File: src/rtl/rsd4_pkg.sv
// Shared types and helpers for the radix-4 signed-digit on-the-fly converter.
package rsd4_pkg;

  localparam int RSD4_RADIX = 4;

  typedef logic [2:0] rsd4_digit_t;

  typedef enum logic [0:0] {
    COLLECT = 1'b0,
    OUTPUT  = 1'b1
  } otf_state_e;

  // Sign-magnitude decode; the -0 encoding (3'b100) yields 0.
  function automatic int signed rsd4_decode(input rsd4_digit_t dig);
    int signed mag;
    mag = int'(dig[1:0]);
    return dig[2] ? -mag : mag;
  endfunction

endpackage

File: src/rtl/rsd4_otf_step.sv
// Combinational on-the-fly conversion step: appends one radix-4 digit to the
// pair (Q, QM = Q - 1) without any carry propagation.
module rsd4_otf_step
  import rsd4_pkg::*;
#(
  parameter int OUT_W = 17
) (
  input  logic [OUT_W-1:0] q_i,
  input  logic [OUT_W-1:0] qm_i,
  input  logic signed [2:0] d_i,
  output logic [OUT_W-1:0] q_o,
  output logic [OUT_W-1:0] qm_o
);

  localparam int DW = $clog2(RSD4_RADIX);

  logic signed [3:0] d_w;
  logic signed [3:0] d_p4;
  logic signed [3:0] d_m1;
  logic signed [3:0] d_p3;

  assign d_w  = {d_i[2], d_i};
  assign d_p4 = d_w + 4'sd4;
  assign d_m1 = d_w - 4'sd1;
  assign d_p3 = d_w + 4'sd3;

  // Negative digits borrow from QM so the shifted prefix never needs a carry.
  assign q_o  = !d_w[3]        ? {q_i[OUT_W-DW-1:0], d_w[DW-1:0]}
                               : {qm_i[OUT_W-DW-1:0], d_p4[DW-1:0]};
  assign qm_o = (d_w > 4'sd0)  ? {q_i[OUT_W-DW-1:0], d_m1[DW-1:0]}
                               : {qm_i[OUT_W-DW-1:0], d_p3[DW-1:0]};

endmodule

File: src/rtl/rsd4_otf_converter.sv
// Serial RSD4 (MSD first) to two's-complement converter with valid/ready on both sides.
// Optional macro RSD4_OTF_BACK_TO_BACK_EN lets the next word's MSD overlap the output handshake.
//
// state   | meaning
// COLLECT | accepting digits, accumulating Q/QM
// OUTPUT  | result presented, waiting for out_ready
module rsd4_otf_converter
  import rsd4_pkg::*;
#(
  parameter  int NUM_DIGITS = 8,
  parameter  int RADIX_BITS = 3,
  localparam int OUT_W      = 2*NUM_DIGITS+1
) (
  input  logic                  clk,
  input  logic                  rst_n,
  input  logic [RADIX_BITS-1:0] in_digit,
  input  logic                  in_valid,
  output logic                  in_ready,
  output logic [OUT_W-1:0]      out_value,
  output logic                  out_zero,
  output logic                  out_valid,
  input  logic                  out_ready
);

  localparam int CNT_W = (NUM_DIGITS > 1) ? $clog2(NUM_DIGITS) : 1;
  localparam logic [CNT_W-1:0] CNT_LAST = CNT_W'(NUM_DIGITS-1);

  otf_state_e       state_q, state_d;
  logic [CNT_W-1:0] cnt_q, cnt_d;
  logic [OUT_W-1:0] q_q, q_d, qm_q, qm_d;
  logic [OUT_W-1:0] out_value_q, out_value_d;
  logic             out_zero_q, out_zero_d;
  logic             out_valid_q, out_valid_d;

  logic signed [2:0] d_dec;
  logic [OUT_W-1:0]  q_next, qm_next;
  logic              beat, out_hs;

  assign d_dec = 3'(rsd4_decode(rsd4_digit_t'(in_digit)));

  // Q/QM already sit at their reset values in OUTPUT, so an overlapped MSD
  // can use the same step path as any other digit.
  rsd4_otf_step #(.OUT_W(OUT_W)) u_step (
    .q_i  (q_q),
    .qm_i (qm_q),
    .d_i  (d_dec),
    .q_o  (q_next),
    .qm_o (qm_next)
  );

  always_comb begin
    in_ready = 1'b0;
    if (state_q == COLLECT) begin
      in_ready = 1'b1;
    end else begin
`ifdef RSD4_OTF_BACK_TO_BACK_EN
      in_ready = out_ready;
`else
      in_ready = 1'b0;
`endif
    end
  end

  assign beat   = in_valid & in_ready;
  assign out_hs = out_valid_q & out_ready;

  always_comb begin
    state_d     = state_q;
    cnt_d       = cnt_q;
    q_d         = q_q;
    qm_d        = qm_q;
    out_value_d = out_value_q;
    out_zero_d  = out_zero_q;
    out_valid_d = out_valid_q;
    case (state_q)
      COLLECT: begin
        if (beat) begin
          if (cnt_q == CNT_LAST) begin
            out_value_d = q_next;
            out_zero_d  = (q_next == '0);
            out_valid_d = 1'b1;
            q_d         = '0;
            qm_d        = '1;
            cnt_d       = '0;
            state_d     = OUTPUT;
          end else begin
            q_d   = q_next;
            qm_d  = qm_next;
            cnt_d = cnt_q + 1'b1;
          end
        end
      end
      OUTPUT: begin
        if (out_hs) begin
          out_valid_d = 1'b0;
          state_d     = COLLECT;
        end
`ifdef RSD4_OTF_BACK_TO_BACK_EN
        if (beat) begin
          q_d   = q_next;
          qm_d  = qm_next;
          cnt_d = CNT_W'(1);
        end
`endif
      end
      default: state_d = COLLECT;
    endcase
  end

  always_ff @(posedge clk) begin
    if (!rst_n) begin
      state_q     <= COLLECT;
      cnt_q       <= '0;
      q_q         <= '0;
      qm_q        <= '1;
      out_value_q <= '0;
      out_zero_q  <= 1'b0;
      out_valid_q <= 1'b0;
    end else begin
      state_q     <= state_d;
      cnt_q       <= cnt_d;
      q_q         <= q_d;
      qm_q        <= qm_d;
      out_value_q <= out_value_d;
      out_zero_q  <= out_zero_d;
      out_valid_q <= out_valid_d;
    end
  end

  assign out_value = out_value_q;
  assign out_zero  = out_zero_q;
  assign out_valid = out_valid_q;

endmodule
File: config.mk
export PLATFORM = sky130hd
export DESIGN_NAME = rsd4_otf_converter
export DESIGN_NICKNAME = d
export VERILOG_FILES = /design/src/rtl/rsd4_pkg.sv /design/src/rtl/rsd4_otf_step.sv /design/src/rtl/rsd4_otf_converter.sv
export SDC_FILE = /design/constraint.sdc
export NUM_CORES = 1
export LEC_CHECK = 0
export ABC_AREA = 1
export BUFFER_PORTS_ARGS = -buffer_cell sky130_fd_sc_hd__buf_2
export CAP_MARGIN = 10
export CORE_UTILIZATION = 51
export CTS_CLUSTER_DIAMETER = 30
export CTS_CLUSTER_SIZE = 14
export DETAILED_ROUTE_END_ITERATION = 7
export GPL_ROUTABILITY_DRIVEN = 0
export PLACE_DENSITY = 0.8
export SETUP_SLACK_MARGIN = 0.05
export SYNTH_ARGS = -nofsm -noshare
export SYNTH_HDL_FRONTEND = slang
export SYNTH_SLANG_ARGS = --single-unit
File: constraint.sdc
create_clock -name clk -period 1.59 [get_ports clk]
set_clock_uncertainty 0.2 [all_clocks]
set_input_delay 0.0795 -clock clk [delete_from_list [all_inputs] [get_ports clk]]
set_output_delay 0.0795 -clock clk [all_outputs]
set_load 0.005 [all_outputs]
==> results of run 1 <==
-- power by group --
part           switching, W  leakage, nW  total [W]  internal, W
Combinational      0.000289        0.970   0.000488     0.000199
Clock              0.000457       0.0542   0.000852     0.000395
Sequential        0.0000538        0.434    0.00145      0.00139
-- repair_timing --
action,4_1_cts,5_1_grt
pin swaps,2,6
hold endpoints to repair,14,0
gates cloned,2,1
endpoints found under the setup margin,45,51
resized for setup,19,51
hold buffers,5,0
setup buffers,1,3
-- final timing paths --
path | from | to | cells past startpoint
min | in_valid | cnt_q[2] | 4
max | cnt_q[1] | out_value[5] | 8
min reg2reg | q_q[5] | q_q[5] | 2
max reg2reg | cnt_q[1] | out_value[5] | 8
-- layout by cell type, fill, tap and decap left out, types with 3 or more instances in the layout --
master,n
o21ai_1,6
dfxtp_1,51
a21oi_1,22
clkbuf_8,7
nand2_4,4
buf_2,26
a31oi_1,13
dlygate4sd3_1,5
nor2_1,21
inv_6,3
nand2_2,3
nand3_1,24
o21ai_2,14
inv_1,8
buf_4,39
nand2_1,103
o21ai_0,17
-- cells by family (layout without fill, tap and decap cells) --
family                     after synthesis  after routing  synth area share (%)
adders and majority gates                4              4                  2.17
DFF                                     53             53                  46.0
xor gates and xnor gates                 1              1                 0.379
buffers and inverters                   31             99                  6.34
AOI/OAI and AO/OA                       76             76                  17.4
and+or+nand+nor                        159            159                  27.8
-- area by class of cell --
class / instances / area share, %
tap: 52 / 2.09
timing repair buffer: 76 / 18.6
timing repair inverter: 1 / 0.281
clock inverter: 1 / 0.160
inverter: 14 / 2.25
multi-input combinational: 240 / 39.5
clock buffer: 7 / 3.09
sequential: 53 / 34.1
-- stage by stage --
step / setup TNS (ps) / hold WS (ps)
after global routing: -1570 / 40.1
after detailed placement: -1350 / 176
after CTS: 0 / 34.3
final: -276 / 9.69
after global placement: -64.7 / 160
after floorplan: 0 / 48.0
-- routing by layer --
metal  track usage [%]  wire length [um]  vias to the layer above  part of all wire, %
met2              50.4              3780                      178                   49
met5                 0                 0                        -                    0
met4              18.6               441                        0                  5.7
li1                  -                 -                     1206                    -
met1              36.5              2890                     1214                   37
met3              5.23               612                       51                  7.9
-- sequential cells by signal, indices dropped and copies added (netlist names) --
signal	flops
out_value	17
cnt_q	3
qm_q	15
out_zero	1
q_q	15
state_q	1
out_valid	1
-- worst register-to-register path: stages, from the launching register on --
cell and delay, ps:
dfxtp_2 370, ha_4 150, ha_4 140, inv_4 40, nor2_4 120, buf_12 150, buf_8 140, o21ai_2 60
a31oi_1 200
==> out/results.tsv, run 1 <==
stage	metric	value	unit
outcome	status	finished, violations left	
outcome	violated checks	negative setup slack	
logic_synthesis	Syn Std Cell Area	2310	um^2
grt	first-pass GRT wire length	11500	um
power_and_ir_drop	LEAKAGE	1.46	nW
layout	diodes inserted	0	
drt	Initial DRC Count	333	
timing	Tmin final	1660	ps
setup_path	crit start category	flip-flop	
logic_synthesis	post-synthesis sequential area ratio	46.0	%
logic_synthesis	Syn Nets	335	
setup_path	Critical Path Max Stage Delay	370	ps
setup_path	crit-path max FO	7	
placed_design	pre-CTS setup slack	-74.4	ps
timing	final setup fails	8	
worst_hold_path	Min-Delay Path Class	primary input to flip-flop	
layout	fin nets	402	
timing	Final Hold Vio Count	0	
timing	worst setup margin	-67.1	ps
grt	Overall Global Routing Usage	30.4	%
drt	DR vias/cell	5.97	
logic_synthesis	synth warn	0	
setup_path	Worst Path Class, Setup	flip-flop to flip-flop	
drt	Routed Wire Length	7710	um
placed_design	Detailed Place HPWL	4340	um
clocking	H-tree depth	2	
grt	vias in the first global route	2457	
clocking	Worst-path clk slew	100	ps
layout	final core occ	71.7	%
timing	fin crit share	104	%
setup_path	most frequent CP cell	ha_4	
logic_synthesis	number of synthesized register bits	53	
layout	Sequential Area	1060	um^2
run	Max Cap Viol	0	
logic_synthesis	post-synthesis cell type count	20	
timing	Worst Tran Pin Value	328	ps
layout	Design Area, Final	3120	um^2
layout	final non-filler cell total	444	
logic_synthesis	commonest cells in the netlist	nand2_1 (108), dfxtp_1 (53), o21ai_0 (37)	
layout	layout cell share with drive strength beyond 1	29.8	%
die	FP Rows	24	
clocking	Clock Latency Late Sink	310	ps
setup_path	Top delay family on crit path	flip-flops	
grt	largest net degree at the start of global routing	22	
power_and_ir_drop	Overall Power	0.00279	W
clocking	CTS sink count	53	
layout	Area growth syn-to-layout	35.2	%
drt	antenna-violating nets left	0	
placed_design	Port Buffer Count	26	
placed_design	post-placement cell count	425	
die	Die Width	69.3	um
timing	Rel. slew slack	77.9	%
die	Starting Density	53.0	%
timing	unrepaired setup endpoints after global routing	yes	
clocking	CTS tree	built	
logic_synthesis	most frequent cell after synthesis	nand2_1	
setup_path	Worst EP arrival	1680	ps
logic_synthesis	Synth top area share	46.0	%
drt	DR vias	2649	
clocking	TritonCTS Buffers	5	
logic_synthesis	mean post-synth cell area	7.12	um^2
clocking	clock root buffer	clkbuf_8	
layout	multi-input logic area	1230	um^2
die	Core Box Area	4350	um^2
drt	detailed-route DRC error count	0	
die	die area	4800	um^2
setup_path	R2R setup slack	-70	ps
placed_design	dpl cell area	2720	um^2
die	die height	69.3	um
clocking	clock buffer depth	2	
drt	DRT Pass-1 Iters	6	
logic_synthesis	Synth Instances	324	
logic_synthesis	fraction of registers with async set/reset	0	%
die	io pins	27	
logic_synthesis	top cell type by total area after synthesis	dfxtp_1	
setup_path	crit path capture type	flip-flop	
setup_path	CP max-delay cell	dfxtp_2	
timing	Max Fclk	603	MHz
setup_path	Cell Chain, Critical Path	ha_4 -> ha_4 -> inv_4 -> nor2_4 -> buf_12 -> buf_8 -> o21ai_2 -> a31oi_1	
layout	filler instances	305	
timing	max-slew violation count	0	
power_and_ir_drop	Peak VDD IR	451	uV
grt	initial antenna violation count	0	
logic_synthesis	Top FF cell, synth	dfxtp_1	
logic_synthesis	top post-synthesis cells by area	dfxtp_1 (46%), nand2_1 (18%), o21ai_0 (8.0%)	
grt	total global routing overflow	0	
power_and_ir_drop	Cell Pwr Density	893	nW/um^2
logic_synthesis	Post-synth EDFFs	0	
setup_path	Worst Path Required	1620	ps
drt	routed len/inst	17.4	um
setup_path	Buf/Inv on CP	3	
Power figures use the tool's default switching activity.
==> run 2, diff against run 1 <==
--- a/config.mk
+++ b/config.mk
@@ -8,12 +8,13 @@
 export ABC_AREA = 1
 export BUFFER_PORTS_ARGS = -buffer_cell sky130_fd_sc_hd__buf_2
 export CAP_MARGIN = 10
-export CORE_UTILIZATION = 51
+export CORE_UTILIZATION = 54
+export CTS_BUF_LIST = sky130_fd_sc_hd__clkbuf_4 sky130_fd_sc_hd__clkbuf_8
 export CTS_CLUSTER_DIAMETER = 30
 export CTS_CLUSTER_SIZE = 14
 export DETAILED_ROUTE_END_ITERATION = 7
 export GPL_ROUTABILITY_DRIVEN = 0
-export PLACE_DENSITY = 0.8
+export PLACE_DENSITY = 0.84
 export SETUP_SLACK_MARGIN = 0.05
 export SYNTH_ARGS = -nofsm -noshare
 export SYNTH_HDL_FRONTEND = slang
==> run 2 against run 1 <==
The flow still finishes with violations (negative setup slack); register-to-register slack improved by 60 ps; first-iteration DRC count fell by 5.1%; core utilization rose by 1.8 points; non-clock buffer count fell by 3; setup slack improved by 63 ps; count of clock-buffer cells in the layout fell by 1; cell count fell by 1.1%; global-route usage rose by 0.99 points; combinational power fell by 6.6%; die area fell by 5.4%; worst hold slack improved by 23 ps; sequential share of layout area rose by 1.6 points.
==> out/results.tsv, run 2 (synthesis results as in run 1) <==
stage	metric	value	unit
outcome	status	finished, violations left	
outcome	violated checks	negative setup slack	
die	Die Width	67.4	um
clocking	Clock Latency Late Sink	320	ps
clocking	Worst-path clk slew	100	ps
clocking	TritonCTS Buffers	5	
setup_path	crit-path max FO	8	
power_and_ir_drop	Clock Power Share	29.9	%
power_and_ir_drop	Peak VDD IR	559	uV
die	die height	67.4	um
drt	antenna-violating nets left	0	
power_and_ir_drop	internal power	0.00194	W
setup_path	Worst Path Class, Setup	flip-flop to flip-flop	
grt	vias in the first global route	2347	
placed_design	Port Buffer Count	26	
layout	fin nets	399	
grt	total global routing overflow	0	
timing	Max Fclk	627	MHz
timing	Tmin final	1590	ps
die	Core Box Area	4060	um^2
layout	commonest cells after routing, fill and taps aside	nand2_1 (104), dfxtp_1 (51), buf_4 (39)	
die	io pins	27	
power_and_ir_drop	Cell Pwr Density	909	nW/um^2
grt	largest net degree at the start of global routing	23	
setup_path	crit start category	flip-flop	
clocking	clock root buffer	clkbuf_8	
layout	filler instances	292	
drt	Initial DRC Count	316	
die	FP Rows	23	
drt	DR vias/cell	5.67	
timing	worst setup margin	-4.30	ps
drt	routed len/inst	14.8	um
power_and_ir_drop	Switching Share	28.5	%
setup_path	crit path capture type	flip-flop	
layout	final core occ	73.5	%
layout	max FFs per register	17	
placed_design	Detailed Place HPWL	4260	um
layout	diodes inserted	0	
power_and_ir_drop	Reg power frac	53.3	%
drt	DR vias	2491	
timing	Worst Tran Pin Value	370	ps
layout	most common cell after layout, fill and taps aside	nand2_1	
setup_path	Worst Path Required	1660	ps
timing	unrepaired setup endpoints after global routing	yes	
drt	DRT Pass-1 Iters	5	
die	die area	4540	um^2
timing	final setup fails	1	
setup_path	Worst EP arrival	1660	ps
clocking	H-tree depth	2	
run	Max Cap Viol	0	
power_and_ir_drop	Overall Power	0.00271	W
drt	detailed-route DRC error count	0	
layout	Area growth syn-to-layout	29.2	%
timing	Final Hold Vio Count	0	
timing	fin crit share	100	%
power_and_ir_drop	Switch Pwr	0.000774	W
clocking	CTS tree	built	
grt	Overall Global Routing Usage	31.4	%
drt	Routed Wire Length	6490	um
placed_design	pre-CTS setup slack	-126	ps
timing	max-slew violation count	0	
grt	first-pass GRT wire length	10600	um
die	Starting Density	56.9	%
clocking	clock buffer depth	2	
clocking	CTS sink count	53	
timing	Rel. slew slack	75.2	%
power_and_ir_drop	logic gate share of total power	16.8	%
grt	initial antenna violation count	0	
power_and_ir_drop	LEAKAGE	1.41	nW
worst_hold_path	Min-Delay Path Class	primary input to flip-flop	
timing	setup TNS	-4.30	ps
layout	layout cell share with drive strength beyond 1	26.2	%
-- run 2: cell types whose count changed in the layout (fill, tap and decap cells not counted), moves of 2 or more --
cell,previous run,this run
a31oi_1,13,15
o21ai_2,14,4
buf_8,2,0
o21ai_1,6,16
inv_6,3,0
nand2_4,4,2
a31oi_2,2,0
-- run 2: power groups by stage --
stage | registers, W | clock network, W | logic [W]
4_1_cts | 0.00144 | 0.000806 | 0.000431
3_5_place_dp | 0.00147 | 0 | 0.000398
6_report | 0.00145 | 0.000810 | 0.000456
2_1_floorplan | 0.00145 | 0 | 0.000252
5_1_grt | 0.00145 | 0.000866 | 0.000502
3_3_place_gp | 0.00147 | 0 | 0.000388
-- run 2: critical path, cell delays in order (launching register included) --
cell        delay [ps]
dfxtp_2            360
ha_4               140
ha_4               140
inv_4               40
nor2_4             110
inv_2               50
nand2_4             80
clkinvlp_4         190
buf_4              190
nand2_1             50
-- run 2: through the flow --
step	hold slack [ps]	cell area, um^2	cells
detailed placement	175	2710	421
CTS	29.2	2940	438
global route	53.0	2980	439
floorplan	48.0	2310	324
global placement	159	2710	421
finish	32.3	2980	439
-- run 2: cell type report --
cell class / count / area [um^2] / area share (%)
multi-input cells: 240 / 1170 / 39.3
flip-flops and latches: 53 / 1060 / 35.7
repair buffers: 73 / 515 / 17.3
clock buffers: 6 / 82.6 / 2.77
inverters: 14 / 65.1 / 2.18
well taps: 50 / 62.6 / 2.10
clock inverters: 2 / 13.8 / 0.461
repair inverters: 1 / 7.51 / 0.252
-- run 2: repair_timing --
action                     4_1_cts  5_1_grt
pin swaps                        6        5
resized for setup               32       16
hold buffers                     5        0
cloned                           1        0
setup buffers                    3        1
hold endpoints to repair         8        0
setup endpoints to repair       45       48
-- run 2: path summary, 6_finish.rpt --
| kind | from | end | slack, ps | cells past startpoint |
|---|---|---|---|---|
| hold reg to reg | out_value[0] | out_value[0] | 260 | 2 |
| setup / recovery | cnt_q[0] | qm_q[14] | -4 | 9 |
| setup reg to reg | cnt_q[0] | qm_q[14] | -4 | 9 |
| hold / removal | in_digit[2] | out_value[3] | 30 | 4 |
-- run 2: routing by layer --
layer  global-route usage (%)  part of all wire (%)
met4                     14.1                   2.2
met5                        0                     0
met2                     52.4                    49
met3                     6.42                   6.7
met1                     38.5                    42
